===== src/rtl/ntt_loop_counter_if.sv =====
// Handshake and index bus between the NTT control FSM (master) and the
// loop-index generator (slave).
interface ntt_loop_counter_if #(
    parameter int LOGN = 3,
    parameter int SW   = 2
);
    logic            start;
    logic            down;
    logic            stall;
    logic            valid;
    logic [SW-1:0]   stage;
    logic [LOGN-1:0] addr_a;
    logic [LOGN-1:0] addr_b;
    logic [LOGN-2:0] tw_idx;
    logic            stage_last;
    logic            busy;
    logic            done;

    modport master (
        output start, down, stall,
        input  valid, stage, addr_a, addr_b, tw_idx, stage_last, busy, done
    );

    modport slave (
        input  start, down, stall,
        output valid, stage, addr_a, addr_b, tw_idx, stage_last, busy, done
    );
endinterface


===== src/rtl/ntt_loop_counter.sv =====
// NTT butterfly walker: steps through every butterfly of a 2^LOGN point
// transform stage by stage and emits registered addresses and twiddle index.
module ntt_loop_counter #(
    parameter int LOGN = 3,
    parameter int SW   = 2,
    parameter int GAP  = 0
) (
    input logic clk,
    input logic rst,
    ntt_loop_counter_if.slave bus
);
    typedef enum logic [1:0] {S_IDLE, S_RUN, S_GAP, S_DONE} state_t;

    localparam logic [LOGN-2:0] ILAST = '1;
    localparam logic [SW-1:0]   SMAX  = SW'(LOGN - 1);
    localparam logic [3:0]      GAPV  = 4'(GAP);

    state_t          state, state_n;
    logic [LOGN-2:0] i, i_n;
    logic [SW-1:0]   s, s_n;
    logic [3:0]      gcnt, gcnt_n;
    logic            dn, dn_n;

    logic            valid_n, busy_n;
    logic [LOGN-1:0] iw, mask, jv, gv, av, bv;
    logic [LOGN-2:0] tv;

    logic            valid_q, busy_q, done_q, last_q;
    logic [SW-1:0]   stage_q;
    logic [LOGN-1:0] addr_a_q, addr_b_q;
    logic [LOGN-2:0] tw_q;

    always_ff @(posedge clk or posedge rst) begin
        if (rst) begin
            state <= S_IDLE;
            i     <= '0;
            s     <= '0;
            gcnt  <= '0;
            dn    <= 1'b0;
        end else begin
            state <= state_n;
            i     <= i_n;
            s     <= s_n;
            gcnt  <= gcnt_n;
            dn    <= dn_n;
        end
    end

    // A stalled butterfly leaves every next-value equal to the current one,
    // so the output registers below simply reload what they already hold.
    always_comb begin
        state_n = state;
        i_n     = i;
        s_n     = s;
        gcnt_n  = gcnt;
        dn_n    = dn;
        case (state)
            S_IDLE: begin
                if (bus.start) begin
                    state_n = S_RUN;
                    i_n     = '0;
                    dn_n    = bus.down;
                    s_n     = bus.down ? SMAX : '0;
                end
            end
            S_RUN: begin
                if (!bus.stall) begin
                    if (i != ILAST) begin
                        i_n = i + 1'b1;
                    end else if (dn ? (s == '0) : (s == SMAX)) begin
                        state_n = S_DONE;
                    end else begin
                        i_n = '0;
                        s_n = dn ? (s - 1'b1) : (s + 1'b1);
                        if (GAP > 0) begin
                            state_n = S_GAP;
                            gcnt_n  = GAPV - 4'd1;
                        end
                    end
                end
            end
            S_GAP: begin
                if (gcnt == '0) state_n = S_RUN;
                else            gcnt_n  = gcnt - 4'd1;
            end
            S_DONE:  state_n = S_IDLE;
            default: state_n = S_IDLE;
        endcase
    end

    // Index math on the upcoming (i, s) so every output can be registered.
    always_comb begin
        valid_n = (state_n == S_RUN);
        busy_n  = (state_n == S_RUN) || (state_n == S_GAP);
        iw      = {1'b0, i_n};
        mask    = (LOGN'(1) << s_n) - LOGN'(1);
        jv      = iw & mask;
        gv      = iw >> s_n;
        av      = (gv << (int'(s_n) + 1)) | jv;
        bv      = av | (LOGN'(1) << s_n);
        tv      = (LOGN-1)'(jv << (LOGN - 1 - int'(s_n)));
    end

    always_ff @(posedge clk or posedge rst) begin
        if (rst) begin
            valid_q  <= 1'b0;
            busy_q   <= 1'b0;
            done_q   <= 1'b0;
            last_q   <= 1'b0;
            stage_q  <= '0;
            addr_a_q <= '0;
            addr_b_q <= '0;
            tw_q     <= '0;
        end else begin
            valid_q  <= valid_n;
            busy_q   <= busy_n;
            done_q   <= (state_n == S_DONE);
            last_q   <= valid_n && (i_n == ILAST);
            stage_q  <= busy_n  ? s_n : '0;
            addr_a_q <= valid_n ? av  : '0;
            addr_b_q <= valid_n ? bv  : '0;
            tw_q     <= valid_n ? tv  : '0;
        end
    end

    assign bus.valid      = valid_q;
    assign bus.busy       = busy_q;
    assign bus.done       = done_q;
    assign bus.stage_last = last_q;
    assign bus.stage      = stage_q;
    assign bus.addr_a     = addr_a_q;
    assign bus.addr_b     = addr_b_q;
    assign bus.tw_idx     = tw_q;
endmodule


===== src/flat_wrapper.sv =====
// flat-port wrapper written by rule: the top's interface ports become plain ports
module ntt_loop_counter_flat 
#(
    parameter int LOGN = 3,
    parameter int SW   = 2,
    parameter int GAP  = 0
)
  (clk, rst, bus_start, bus_down, bus_stall, bus_valid, bus_stage, bus_addr_a, bus_addr_b, bus_tw_idx, bus_stage_last, bus_busy, bus_done);
  ntt_loop_counter_if #(.LOGN(LOGN), .SW(SW)) bus_i ();
  input logic clk;
  input logic rst;
  input wire logic [$bits(bus_i.start)-1:0] bus_start;
  input wire logic [$bits(bus_i.down)-1:0] bus_down;
  input wire logic [$bits(bus_i.stall)-1:0] bus_stall;
  output wire logic [$bits(bus_i.valid)-1:0] bus_valid;
  output wire logic [$bits(bus_i.stage)-1:0] bus_stage;
  output wire logic [$bits(bus_i.addr_a)-1:0] bus_addr_a;
  output wire logic [$bits(bus_i.addr_b)-1:0] bus_addr_b;
  output wire logic [$bits(bus_i.tw_idx)-1:0] bus_tw_idx;
  output wire logic [$bits(bus_i.stage_last)-1:0] bus_stage_last;
  output wire logic [$bits(bus_i.busy)-1:0] bus_busy;
  output wire logic [$bits(bus_i.done)-1:0] bus_done;
  assign bus_i.start = bus_start;
  assign bus_i.down = bus_down;
  assign bus_i.stall = bus_stall;
  assign bus_valid = bus_i.valid;
  assign bus_stage = bus_i.stage;
  assign bus_addr_a = bus_i.addr_a;
  assign bus_addr_b = bus_i.addr_b;
  assign bus_tw_idx = bus_i.tw_idx;
  assign bus_stage_last = bus_i.stage_last;
  assign bus_busy = bus_i.busy;
  assign bus_done = bus_i.done;
  ntt_loop_counter #(.LOGN(LOGN), .SW(SW), .GAP(GAP)) u_core (.clk(clk), .rst(rst), .bus(bus_i));
endmodule

===== config.mk =====
export PLATFORM = sky130hd
export DESIGN_NAME = ntt_loop_counter_flat
export DESIGN_NICKNAME = d
export VERILOG_FILES = /design/src/rtl/ntt_loop_counter_if.sv /design/src/rtl/ntt_loop_counter.sv /design/src/flat_wrapper.sv
export SDC_FILE = /design/constraint.sdc
export NUM_CORES = 1
export LEC_CHECK = 0
export ABC_AREA = 1
export CORE_ASPECT_RATIO = 1.2
export CORE_MARGIN = 3
export CORE_UTILIZATION = 40
export DETAILED_ROUTE_END_ITERATION = 6
export GPL_TIMING_DRIVEN = 1
export PLACE_DENSITY = 0.72
export SLEW_MARGIN = 20
export SYNTH_ARGS = -nofsm -noshare
export SYNTH_HDL_FRONTEND = slang
export SYNTH_SLANG_ARGS = --single-unit

===== constraint.sdc =====
create_clock -name clk -period 2.85 [get_ports clk]
set_input_delay 0.57 -clock clk [delete_from_list [all_inputs] [get_ports clk]]
set_output_delay 0.57 -clock clk [all_outputs]
set_load 0.05 [all_outputs]

==> impl_metrics.json, run 1 <==
{
  "post_synth_inst_count": 143,
  "synth_largest_type_area_fraction": 0.500,
  "synth_top_cells_by_area": "dfrtp_1 (50%), nand2_1 (8.7%), inv_1 (7.5%)",
  "async_reset_ff_frac": 1.00,
  "drtAntennaViolNets": 0,
  "grt_pass1_vias": 1056,
  "syn_nets": 155,
  "tightestPinTransition_ns": 0.502,
  "die_outline_area_sq_um": 3840,
  "grt_resource_usage_total": 0.143,
  "post_cts_buffers": 0,
  "max-cap-violations": 0,
  "die_w_microns": 57.1,
  "fmax_ghz": 0.439,
  "drive_gt1_frac": 0.114,
  "critical_path_top_delay_cell": "clkdlybuf4s50_1",
  "drcViolationCount": 0,
  "hold_buffers": 0,
  "cts_root_buffer": "clkbuf_4",
  "max-clock-path-buffers": 2,
  "combined_area_of_all_synthesized_cells_sq_um": 1250,
  "cp_depth": 15,
  "top_level_ports": 19,
  "stdcell_area_sq_um": 1510,
  "cts_tree": "yes",
  "antenna_found_initial": 0,
  "cts.reportedPaths.clkPinSlew_ns": 0.15,
  "hpwlAfterDp_mm": 1.81,
  "synthesis.area_per_instance_sq_um": 8.75,
  "worst-r2r-setup-slack_ns": 0.67,
  "fin_crit_ns": 2.28,
  "yosysSeqAreaShare": 0.500,
  "starting_utilization_of_the_core_area": 0.433,
  "path_max_fanout": 8,
  "place.gp.congestion": 0.880,
  "crit_path_cell_trace": "clkdlybuf4s50_1, inv_1, nand2_2, nor2_4, nand3_2, nand2_4, inv_2, ha_1, nor2_1, nand2_2, nor2_1, nand3_1, nand2_1, nand2_1, nand2_1",
  "run_status": "completed",
  "setup-tns-final_ns": 0,
  "worst_path_largest_cell_delay_ns": 0.46,
  "critical_path.most_common_cell": "nand2_1",
  "worst-path-buf-inv": 3,
  "filler_cell_count": 271,
  "n_antenna_cell": 0,
  "timing.max_slew.rel_slack": 0.664,
  "drv_slew": 0,
  "yosys.cell_count.top_type": "nand2_1",
  "die_h_microns": 67.3,
  "hold_class": "reg2reg",
  "dpl_cell_area_sq_um": 1480,
  "worst_path_dominant_cell_family": "simple AND/OR/NAND/NOR gates",
  "skew_ns": 0.00757,
  "dr.pass1.iters": 4,
  "unrepaired_setup_endpoints_after_global_routing": "no",
  "yosys-top-cells-count": "nand2_1 (29), dfrtp_1 (25), inv_1 (25)",
  "setup.worst_path.start_class": "input pin",
  "yosys_register_bits": 25,
  "core-area_sq_um": 2890,
  "ir_worst_vdd_mv": 0.781,
  "worst-r2r-cell-count": 15,
  "vias_per_cell": 4.78,
  "power.density_cell_area_nw_per_um2": 1230,
  "cellLeakagePower_uw": 0.000779,
  "endpoint_kind": "flop",
  "worst_skew_pair.late_latency_ns": 0.33,
  "drt-total-wl_mm": 2.32,
  "finalSetupViolCount": 0,
  "period_share": 0.799,
  "syn_to_final_growth_pct": 20.9,
  "portBuffers": 18,
  "grt_max_degree": 26,
  "row_count": 21,
  "routed-via-count": 955,
  "critical_path_required_ns": 3.13,
  "synth.lib_cells_used.distinct": 21,
  "most_used_dff_post_synth": "dfrtp_1",
  "final_net_count": 179,
  "drt_iter0_drc": 40,
  "clock-sinks": 25,
  "routed_wire_length_per_instance_microns": 11.6,
  "tritoncts.num_buffers": 3,
  "synth_top_cell_by_area": "dfrtp_1",
  "synth_enable_flop_cells": 0,
  "worst_ep_arrival_time_ns": 2.56,
  "hold_path_depth": 1,
  "grt_first_pass_wirelength_mm": 4.33,
  "timing_hold_violations_final": 0,
  "global_route.overflow_total": 0,
  "h-tree-depth": 1,
  "synth_warnings": 0,
  "cts_resized": 0,
  "critical_path_class": "in2reg"
}
placed cells by master, fill, tap and decap left out, drive strengths merged, types with 2 or more instances in the layout:
cell / synthesis / layout
o21ai: 6 / 6
xor2: 2 / 2
ha: 7 / 7
nor2: 18 / 18
nor3: 2 / 2
nand2: 35 / 35
a21oi: 3 / 3
xnor2: 3 / 3
inv: 26 / 27
nand3: 13 / 13
dfrtp: 25 / 25
nand4: 2 / 2
clkbuf: 0 / 3
clkdlybuf4s50: 0 / 18
worst paths after layout:
path                                                       end                        from
worst max-delay path            u_core.bus.addr_b[0]$_DFF_PP0_                   bus_stall
worst min-delay path                u_core.gcnt[0]$_DFFE_PP0P_  u_core.gcnt[0]$_DFFE_PP0P_
worst max register to register  u_core.bus.addr_b[0]$_DFF_PP0_       u_core.i[0]$_DFF_PP0_
worst min register to register      u_core.gcnt[0]$_DFFE_PP0P_  u_core.gcnt[0]$_DFFE_PP0P_
max in group asynchronous                u_core.dn$_DFFE_PP0P_                         rst
min in group asynchronous        u_core.bus.stage[1]$_DFF_PP0_                         rst
sequential cells by signal, summed over array words and instances, names as in the netlist:
name / flops
u_core.bus.busy: 1
u_core.dn: 1
u_core.bus.tw_idx: 2
u_core.bus.addr_a: 3
u_core.s: 2
u_core.i: 2
u_core.bus.stage: 2
u_core.bus.done: 1
u_core.state: 2
u_core.bus.stage_last: 1
u_core.gcnt: 4
u_core.bus.valid: 1
u_core.bus.addr_b: 3
kinds of logic (layout without fill, tap and decap cells):
logic type               after synthesis  in the layout  share of synthesized area
adder cells (fa/ha/maj)                7              7                     0.0700
AO/OA/AOI/OAI                          9              9                     0.0360
AND/OR/NAND/NOR                       71             71                      0.281
flip-flops                            25             25                      0.500
buffers and inverters                 26             49                     0.0780
XOR/XNOR                               5              5                     0.0350
power breakdown:
group	total [uW]	switching (uW)	internal, uW
Combinational	1160	777	382
Sequential	534	56.1	478
Clock	171	113	57.2
worst reg2reg max path: cells and delay by family (launching register included):
kind | cells | cell delay, ns
flip-flops | 1 | 0.43
AND/OR/NAND/NOR | 11 | 0.95
adder cells (fa/ha/maj) | 2 | 0.60
buffers and inverters | 2 | 0.15
through the flow:
| stage | hold slack [ns] | total power (uW) | setup slack, ns | utilization | cells |
|---|---|---|---|---|---|
| 6_report | 0.475 | 1860 | 0.574 | 0.523 | 200 |
| 2_1_floorplan | 0.442 | 1410 | 0.874 | - | 143 |
| 4_1_cts | 0.482 | 1880 | 0.583 | 0.523 | 200 |
| 5_1_grt | 0.493 | 2030 | 0.425 | 0.523 | 200 |
| 3_3_place_gp | 0.459 | 1680 | 0.279 | 0.513 | 196 |
| 3_5_place_dp | 0.461 | 1710 | 0.223 | 0.513 | 196 |
per-layer routing:
metal | wire (microns) | track usage | vias up
met3 | 87 | 0.0191 | 9
li1 | - | - | 485
met2 | 1190 | 0.261 | 23
met1 | 958 | 0.164 | 438
met4 | 82 | 0.0696 | 0
met5 | 0 | 0 | -
area by class of cell:
type	count	area, sq um	share of cell area
Clock inverter	1	8.76	0.00579
Multi-Input combinational cell	92	528	0.349
Tap cell	34	42.5	0.0281
Sequential cell	25	626	0.414
Timing Repair Buffer	19	188	0.124
Clock buffer	3	22.5	0.0149
Inverter	26	97.6	0.0645
(Power assumes the default switching activity.)
==> inputs of run 2 (changes only) <==
Settings changed: PLACE_DENSITY 0.72 to 0.74.
Clock period 2.85 ns to 1.95 ns, I/O delays scaled along.
==> run 2 against run 1 <==
Combinational power up 96%. Sequential power rose by 50%. Wire length grew 29%. Setup slack got worse by 0.55 ns. Highest routed layer unchanged.
==> impl_metrics.json, run 2 (synthesized netlist as in run 1, its figures left out) <==
{
  "drt_iter0_drc": 50,
  "grt_pass1_vias": 1184,
  "fin_crit_ns": 1.93,
  "row_count": 21,
  "p_int_uw": 1710,
  "period_share": 0.988,
  "layout.cells.most_common": "nand2_1",
  "drt-total-wl_mm": 2.99,
  "vias_per_cell": 4.95,
  "path_max_fanout": 4,
  "cts.reportedPaths.clkPinSlew_ns": 0.15,
  "grt_max_degree": 26,
  "drcViolationCount": 0,
  "tritoncts.num_buffers": 3,
  "n_antenna_cell": 0,
  "worst_skew_pair.late_latency_ns": 0.33,
  "routed-via-count": 1075,
  "setup.worst_path.start_class": "flop",
  "finalHoldWorstSlack_ns": 0.395,
  "unrepaired_setup_endpoints_after_global_routing": "yes",
  "finalPower_uw": 3330,
  "grt_resource_usage_total": 0.161,
  "cellLeakagePower_uw": 0.000880,
  "cts_root_buffer": "clkbuf_4",
  "endpoint_kind": "flop",
  "critical_path_class": "reg2reg",
  "p_sw_frac": 0.486,
  "dr.pass1.iters": 4,
  "die_w_microns": 57.1,
  "grt_first_pass_wirelength_mm": 4.82,
  "timing.max_slew.rel_slack": 0.660,
  "skew_ns": 0.00419,
  "timing_hold_violations_final": 0,
  "regMostFlops": "u_core.gcnt",
  "flip_flop_count_of_the_largest_register_after_layout": 4,
  "power.share.clock": 0.078,
  "clock-sinks": 25,
  "portBuffers": 18,
  "syn_to_final_growth_pct": 39.2,
  "max-clock-path-buffers": 2,
  "die_h_microns": 67.3,
  "ir_worst_vdd_mv": 1.27,
  "routed_wire_length_per_instance_microns": 13.8,
  "place.gp.congestion": 0.925,
  "drtAntennaViolNets": 0,
  "final_net_count": 196,
  "hpwlAfterDp_mm": 2.22,
  "run_status": "completed",
  "tightestPinTransition_ns": 0.508,
  "critical_path_required_ns": 2.21,
  "worst_ep_arrival_time_ns": 2.19,
  "finalSetupViolCount": 0,
  "h-tree-depth": 1,
  "global_route.overflow_total": 0,
  "max-cap-violations": 0,
  "core-area_sq_um": 2890,
  "drv_slew": 0,
  "power.net_switching_uw": 1620,
  "cts_tree": "yes",
  "drive_gt1_frac": 0.284,
  "hold_class": "in2async",
  "seq_power_share": 0.240,
  "die_outline_area_sq_um": 3840,
  "fmax_ghz": 0.519,
  "antenna_found_initial": 0,
  "starting_utilization_of_the_core_area": 0.433,
  "comb_power_share": 0.682,
  "top_level_ports": 19,
  "mostFrequentLayoutCells": "nand2_1 (29), inv_1 (24), dfrtp_1 (24), buf_4 (18), clkdlybuf4s50_1 (16)",
  "power.density_cell_area_nw_per_um2": 1910
}
-- run 2: power by group through the flow --
| stage | Clock (uW) | Combinational, uW | Sequential [uW] |
|---|---|---|---|
| after floorplan | 0 | 936 | 1150 |
| after global placement | 0 | 1900 | 785 |
| after detailed placement | 0 | 1970 | 796 |
| after CTS | 264 | 2070 | 795 |
| after global routing | 287 | 2480 | 819 |
| final | 258 | 2270 | 799 |
-- run 2: area by class of cell --
cell class	count	area, sq um
multi-input cells	92	627
well taps	34	42.5
inverters	26	97.6
flip-flops and latches	25	627
clock buffers	3	22.5
fillers	266	1150
repair buffers	36	317
clock inverters	1	8.76
-- run 2: critical path, cell delays in order, from the launching register on --
cell     delay [ns]
dfrtp_1        0.43
ha_4           0.16
nand2_2        0.08
nor2_4         0.15
a21oi_2        0.10
nor2_4         0.18
ha_4           0.23
buf_4          0.14
xnor2_2        0.15
nand3_2        0.11
nor3_2         0.12
-- run 2: stage by stage --
stage / utilization / setup slack [ns] / instances / instance area (sq um) / setup TNS [ns]
floorplan: - / 0.00199 / 143 / 1260 / 0
global placement: 0.552 / -0.285 / 210 / 1600 / -1.88
detailed placement: 0.552 / -0.358 / 210 / 1600 / -2.50
CTS: 0.577 / 0.0102 / 216 / 1670 / 0
global route: 0.603 / -0.0744 / 217 / 1740 / -0.425
finish: 0.603 / 0.0232 / 217 / 1740 / 0
-- run 2: layer usage --
metal / routed length (microns) / GRT usage / up-vias
met4: 64 / 0.0754 / 0
met1: 1050 / 0.162 / 518
li1: - / - / 524
met5: 0 / 0 / -
met3: 99 / 0.0229 / 8
met2: 1770 / 0.321 / 25
-- run 2: worst paths after layout --
check / startpoint / endpoint / cells after the start / slack [ns]
worst min-delay path: rst / u_core.gcnt[3]$_DFFE_PP0P_ / 3 / 0.40
worst max register to register: u_core.i[0]$_DFF_PP0_ / u_core.bus.addr_a[2]$_DFF_PP0_ / 10 / 0.02
worst max-delay path: u_core.i[0]$_DFF_PP0_ / u_core.bus.addr_a[2]$_DFF_PP0_ / 10 / 0.02
min in group clk: u_core.gcnt[0]$_DFFE_PP0P_ / u_core.gcnt[0]$_DFFE_PP0P_ / 1 / 0.50
max in group asynchronous: rst / u_core.s[1]$_DFF_PP0_ / 3 / 1.30
worst min register to register: u_core.gcnt[0]$_DFFE_PP0P_ / u_core.gcnt[0]$_DFFE_PP0P_ / 1 / 0.50
-- run 2: timing repair --
| item | 4_1_cts | 5_1_grt |
|---|---|---|
| setup endpoints to repair | 4 | 11 |
| buffers inserted | 2 | 1 |
| hold buffers | 0 | 0 |
| pin swaps | 5 | 7 |
| gates resized for setup | 4 | 15 |
==> inputs of run 3 (changes only) <==
Settings changed: CTS_CLUSTER_SIZE set to 24.
==> results of run 3 <==
Same layout as run 2: the final DEF is identical, and so are final timing and power.
